--- src/rtl/sc_pkg.sv ---
// Shared types and helpers for the stochastic stream generator.
// Optional LFSR random sources are enabled with SC_LFSR_EN.
package sc_pkg;

  typedef enum logic [1:0] {IDLE, RUN, ACT} sc_state_e;

  localparam int ACT_CYCLES = 2;

  // Maximal-length Fibonacci feedback taps (bit i set = stage i+1 tapped).
  function automatic logic [15:0] lfsr_taps(input int bw);
    case (bw)
      4:       return 16'h000C;
      5:       return 16'h0014;
      6:       return 16'h0030;
      7:       return 16'h0060;
      8:       return 16'h00B8;
      9:       return 16'h0110;
      10:      return 16'h0240;
      11:      return 16'h0500;
      12:      return 16'h0829;
      13:      return 16'h100D;
      14:      return 16'h2015;
      15:      return 16'h6000;
      default: return 16'hD008;
    endcase
  endfunction

  // Reverse the low bw bits of v.
  function automatic logic [15:0] bitrev(input logic [15:0] v, input int bw);
    logic [15:0] r;
    r = '0;
    for (int i = 0; i < 16; i++)
      if (i < bw) r[i] = v[bw-1-i];
    return r;
  endfunction

endpackage

--- src/rtl/sc_lane.sv ---
// One stream lane: operand register, comparator and, with SC_LFSR_EN,
// a per-lane LFSR random source reseeded on every accept.
module sc_lane
  import sc_pkg::*;
#(
  parameter int BITWIDTH = 8,
  parameter int LANE     = 0,
  parameter int SEED     = 16
) (
  input  logic                clk,
  input  logic                reset,
  input  logic                load,
  input  logic                run,
  input  logic [BITWIDTH-1:0] bin_val,
  input  logic [BITWIDTH-1:0] rnd,
  output logic                sc
);

  logic [BITWIDTH-1:0] op, op_n, r_n;

  assign op_n = load ? bin_val : op;

`ifdef SC_LFSR_EN
  localparam logic [15:0] TAPS = lfsr_taps(BITWIDTH);
  localparam int SEED_RAW = (SEED + 37 * LANE) % (1 << BITWIDTH);
  localparam logic [BITWIDTH-1:0] SEED_K =
    (SEED_RAW == 0) ? BITWIDTH'(1) : BITWIDTH'(SEED_RAW);

  logic [BITWIDTH-1:0] lfsr;

  always_comb begin
    r_n = lfsr;
    if (load)     r_n = SEED_K;
    else if (run) r_n = {lfsr[BITWIDTH-2:0], ^(lfsr & TAPS[BITWIDTH-1:0])};
  end

  always_ff @(posedge clk) begin
    if (reset) lfsr <= SEED_K;
    else       lfsr <= r_n;
  end
`else
  assign r_n = rnd;
`endif

  // Compare against next-cycle operand/random so the bit lines up with cnt_en.
  always_ff @(posedge clk) begin
    if (reset) begin
      op <= '0;
      sc <= 1'b0;
    end else begin
      op <= op_n;
      sc <= run && (op_n > r_n);
    end
  end

endmodule

--- src/rtl/sc_stream_gen.sv ---
// Binary-to-stochastic stream generator: FSM, step counter and shared
// bit-reversed counter source. SC_LFSR_EN selects per-lane LFSR sources.
module sc_stream_gen
  import sc_pkg::*;
#(
  parameter int BITWIDTH = 8,
  parameter int NO_SNG   = 4,
  parameter int MAX_SHFT = 4,
  parameter int SEED     = 16
) (
  input  logic                         clk,
  input  logic                         reset,
  input  logic                         in_valid,
  output logic                         in_ready,
  input  logic [NO_SNG*BITWIDTH-1:0]   bin_vals,
  input  logic [$clog2(MAX_SHFT+1)-1:0] shft_amt,
  output logic [NO_SNG-1:0]            sc_vals,
  output logic                         cnt_en,
  output logic                         act_en,
  output logic                         done
);

  localparam int SW = $clog2(MAX_SHFT + 1);
  localparam logic [BITWIDTH-1:0] ALL_ONES = '1;

  sc_state_e           state, state_n;
  logic [BITWIDTH-1:0] step, step_n, last_step, rnd;
  logic [SW-1:0]       shft, shft_n, shft_clamp;
  logic [1:0]          act_cnt, act_cnt_n;
  logic                accept, run_n;

  assign in_ready   = (state == IDLE) && !reset;
  assign accept     = in_valid && in_ready;
  assign shft_clamp = (shft_amt > SW'(MAX_SHFT)) ? SW'(MAX_SHFT) : shft_amt;
  // Run length 2^(BITWIDTH-s): last step index is an all-ones mask.
  assign last_step  = ALL_ONES >> shft;

  always_comb begin
    state_n   = state;
    step_n    = step;
    shft_n    = shft;
    act_cnt_n = act_cnt;
    case (state)
      IDLE: if (accept) begin
        state_n = RUN;
        step_n  = '0;
        shft_n  = shft_clamp;
      end
      RUN: if (step == last_step) begin
        state_n   = ACT;
        act_cnt_n = '0;
      end else begin
        step_n = step + 1'b1;
      end
      ACT: if (act_cnt == 2'(ACT_CYCLES - 1)) state_n = IDLE;
           else act_cnt_n = act_cnt + 1'b1;
      default: state_n = IDLE;
    endcase
  end

  assign run_n = (state_n == RUN);
  assign rnd   = BITWIDTH'(bitrev(16'(step_n), BITWIDTH));

  always_ff @(posedge clk) begin
    if (reset) begin
      state   <= IDLE;
      step    <= '0;
      shft    <= '0;
      act_cnt <= '0;
      cnt_en  <= 1'b0;
      act_en  <= 1'b0;
      done    <= 1'b0;
    end else begin
      state   <= state_n;
      step    <= step_n;
      shft    <= shft_n;
      act_cnt <= act_cnt_n;
      cnt_en  <= run_n;
      act_en  <= (state_n == ACT);
      done    <= (state_n == ACT) && (act_cnt_n == 2'(ACT_CYCLES - 1));
    end
  end

  for (genvar k = 0; k < NO_SNG; k++) begin : g_lane
    sc_lane #(
      .BITWIDTH(BITWIDTH),
      .LANE    (k),
      .SEED    (SEED)
    ) u_lane (
      .clk    (clk),
      .reset  (reset),
      .load   (accept),
      .run    (run_n),
      .bin_val(bin_vals[k*BITWIDTH +: BITWIDTH]),
      .rnd    (rnd),
      .sc     (sc_vals[k])
    );
  end

endmodule

--- config.mk ---
export PLATFORM = sky130hd
export DESIGN_NAME = sc_stream_gen
export DESIGN_NICKNAME = d
export VERILOG_FILES = /design/src/rtl/sc_pkg.sv /design/src/rtl/sc_lane.sv /design/src/rtl/sc_stream_gen.sv
export SDC_FILE = /design/constraint.sdc
export NUM_CORES = 1
export LEC_CHECK = 0
export BUFFER_PORTS_ARGS = -buffer_cell sky130_fd_sc_hd__buf_4
export CAP_MARGIN = 20
export CORE_AREA = 2 2 77 79
export CTS_BUF_LIST = sky130_fd_sc_hd__clkbuf_8
export CTS_CLUSTER_DIAMETER = 100
export DETAILED_ROUTE_END_ITERATION = 7
export DIE_AREA = 0 0 79 81
export GPL_TIMING_DRIVEN = 0
export PLACE_DENSITY = 0.8
export REMOVE_ABC_BUFFERS = 1
export SKIP_LAST_GASP = 1
export SLEW_MARGIN = 5
export SYNTH_ARGS = -nofsm -noshare
export SYNTH_HDL_FRONTEND = slang
export SYNTH_SLANG_ARGS = --single-unit
--- constraint.sdc ---
create_clock -name clk -period 4.9 [get_ports clk]
set_input_delay 0.735 -clock clk [delete_from_list [all_inputs] [get_ports clk]]
set_output_delay 0.735 -clock clk [all_outputs]
set_load 0.05 [all_outputs]
==> metrics.txt <==
outcome complete, no violations; gr usage total 0.2278; initial antenna violation count 0; synth top area cells dfxtp_1 (34%), ha_1 (13%), nand2_1 (11%); hpwl dp 4970 µm; Setup CP Type register to register; synth unique cells 48; post-CTS resize count 0; CTS tree done; Worst-Margin Slew 0.9993 ns; sequential share of the synthesized area 0.3380; initial core utilization 0.5635; Setup crit end kind register; Clk Latency, worst-skew pair 0.30 ns; CTS Hold Bufs 0; clock root cell clkbuf_8; Synth-to-Final Area Change 14.59%; skew final 0.006601 ns; Pleak 1.723 nW; row cnt 28; top cell type's share of synthesized area 0.3380; cell breakdown of the critical path inv_1 > ha_1 > nand3b_1 > o21a_1 > a21o_1 > a21oi_1 > ha_1 > a21o_1 > a21o_1 > a21o_1 > nor2_1 > o2bb2ai_1 > a21oi_1 > a311oi_1; Detail Route Antenna Nets 0; Overflow after GRT 0; number of nets in the layout 508; Vias/cell 5.632; post-route cell area 3665 µm²; Cell Area, Synth 3198 µm²; global placement routability congestion 0.8917; fraction of registers with async set/reset 0; layout cell share with drive strength beyond 1 0.1370; PortBufs 45; Fill cells 523; endpoints failing hold 0; Post-Syn Instances 405; WL final 6801 µm; VDD IR-drop max 162.6 µV; final hold slack 0.4507 ns; CTS clk-pin slew, worst paths 0.10 ns; CTS Buf Count 5; full die area 6399 µm²; via count 2889; Setup Viol. Count Final 0; Sink Count 54; Worst path max stage delay 0.71 ns; critical path required time 5.08 ns; Pre-antenna DRT Iters 5; DR DRC count 0; Final Slew Violations 0; peak fanout along the critical path 22; initial DRC count 159; RSZ-0062 raised after global routing false; ant diodes 0; post-CTS setup buffer count 0; Worst slew margin 0.3318; Sum Neg Setup Slack 0 ns; area of placed instances 3541 µm²; CP max stage cell nand3b_1; overall die height 81 µm; Die W 79 µm; largest area contributor in the netlist dfxtp_1; number of synthesized flops with an enable pin 0; YS warnings 0; vias in the first global route 2665; register bit count reported by yosys 54; wire length per cell 13.26 µm; maximum root-to-sink buffer count 2; Startpoint Class register; CP dominant cell by count a21o_1; H-tree levels 2; max cap viols 0; largest net degree at the start of global routing 30; Arr. time, crit path 4.12 ns; io pins 46; Avg Cell Area, Syn 7.896 µm²; first-pass GRT wire length 11670 µm; fmax 0.2542 GHz; period utilization 0.8028; Tmin final 3.933 ns; core area 5675 µm²; Top FF cell, synth dfxtp_1; Pwr Density 271.5 nW/µm²; Hold Path Class register to register
[report_power, final]
part	switching [W]	internal, W
Clock	0.000147	0.000151
Combinational	0.000131	0.0000999
Sequential	0.00000900	0.000458
Total	0.000287	0.000708
[worst max-delay path, delay by kind of cell (launching register included)]
| family | cells | cell delay [ns] |
|---|---|---|
| compound gates | 9 | 1.89 |
| simple gates | 2 | 0.83 |
| fa+ha+maj | 2 | 0.62 |
| flops | 1 | 0.35 |
| buf+inv | 1 | 0.11 |
[placed cells by master, fill, tap and decap left out, drive strengths merged, types with 3 or more instances in the layout]
master / netlist / final
xnor2: 3 / 3
buf: 14 / 47
inv: 13 / 13
a22oi: 3 / 3
o21a: 4 / 4
or3: 3 / 3
and2: 28 / 28
o31ai: 6 / 6
a211oi: 8 / 8
nor2: 40 / 40
ha: 33 / 33
nand3b: 3 / 3
mux2i: 6 / 6
clkbuf: 8 / 5
a21oi: 22 / 22
dfxtp: 54 / 54
and3: 5 / 5
nand4: 5 / 5
a21o: 11 / 11
nor3: 5 / 5
o21ai: 5 / 5
nand2: 91 / 91
nand3: 6 / 6
nand2b: 6 / 6
[flip-flops by register name (all words and copies together) (netlist names)]
register          flops
g_lane.u_lane.sc      4
act_en                1
step                  8
cnt_en                1
state                 2
g_lane.u_lane.op     32
act_cnt               2
shft                  3
done                  1
[cells by family (layout without fill, tap and decap cells)]
group / after synthesis / count (layout) / share of synthesized area
AO/OA/AOI/OAI: 73 / 73 / 0.1585
adder cells (fa/ha/maj): 33 / 33 / 0.1291
XOR/XNOR: 3 / 3 / 0.008217
AND/OR/NAND/NOR: 201 / 201 / 0.2958
multiplexers: 6 / 6 / 0.01878
flip-flops: 54 / 54 / 0.3380
buffers and inverters: 35 / 68 / 0.05164
[metrics by stage]
| stage | power [W] | instances | utilization | worst slack, ns |
|---|---|---|---|---|
| after global placement | 0.0006923 | 503 | 0.6190 | 0.09617 |
| after global routing | 0.001045 | 513 | 0.6457 | 0.6175 |
| after detailed placement | 0.0007044 | 504 | 0.6239 | 0.6549 |
| final | 0.0009949 | 513 | 0.6457 | 0.9665 |
| after CTS | 0.0009996 | 512 | 0.6431 | 0.9211 |
| after floorplan | 0.0006307 | 383 | - | 1.208 |
[per-layer routing]
layer  wire length, µm  track usage
met1              2841       0.2712
met2              3356       0.4008
met3               385      0.03556
met4               217       0.1121
met5                 0            0
[synthesized netlist by cell type (4+ instances only)]
master / number
o31ai_1: 6
buf_1: 4
and3_1: 5
clkbuf_1: 8
nand3_1: 6
and2_1: 28
nor2_1: 40
dfxtp_1: 54
buf_4: 6
nand4_1: 5
ha_1: 33
a21oi_1: 21
o21ai_0: 5
a211oi_1: 8
a21o_1: 11
nand2_1: 91
o21a_1: 4
inv_1: 13
mux2i_1: 6
nand2b_1: 6
[cell type report]
class                           instances  area [µm²]  share of cell area
Multi-Input combinational cell        316        1952              0.5326
Sequential cell                        54        1081              0.2950
Timing Repair Buffer                   47       380.4              0.1038
Tap cell                               75       93.84             0.02561
Clock buffer                            5       68.82             0.01878
Inverter                               13       48.80             0.01332
Clock inverter                          3       40.04             0.01093
[worst paths after layout]
kind	from	end	slack [ns]	depth (start not counted)
max	state[1]$_SDFF_PP0_	g_lane[3].u_lane.sc$_SDFF_PP0_	0.97	14
min	act_cnt[1]$_SDFF_PP0_	done$_SDFF_PP0_	0.45	1
max reg2reg	state[1]$_SDFF_PP0_	g_lane[3].u_lane.sc$_SDFF_PP0_	0.97	14
min reg2reg	act_cnt[1]$_SDFF_PP0_	done$_SDFF_PP0_	0.45	1
Note: power is estimated with default switching activity, not from simulation.
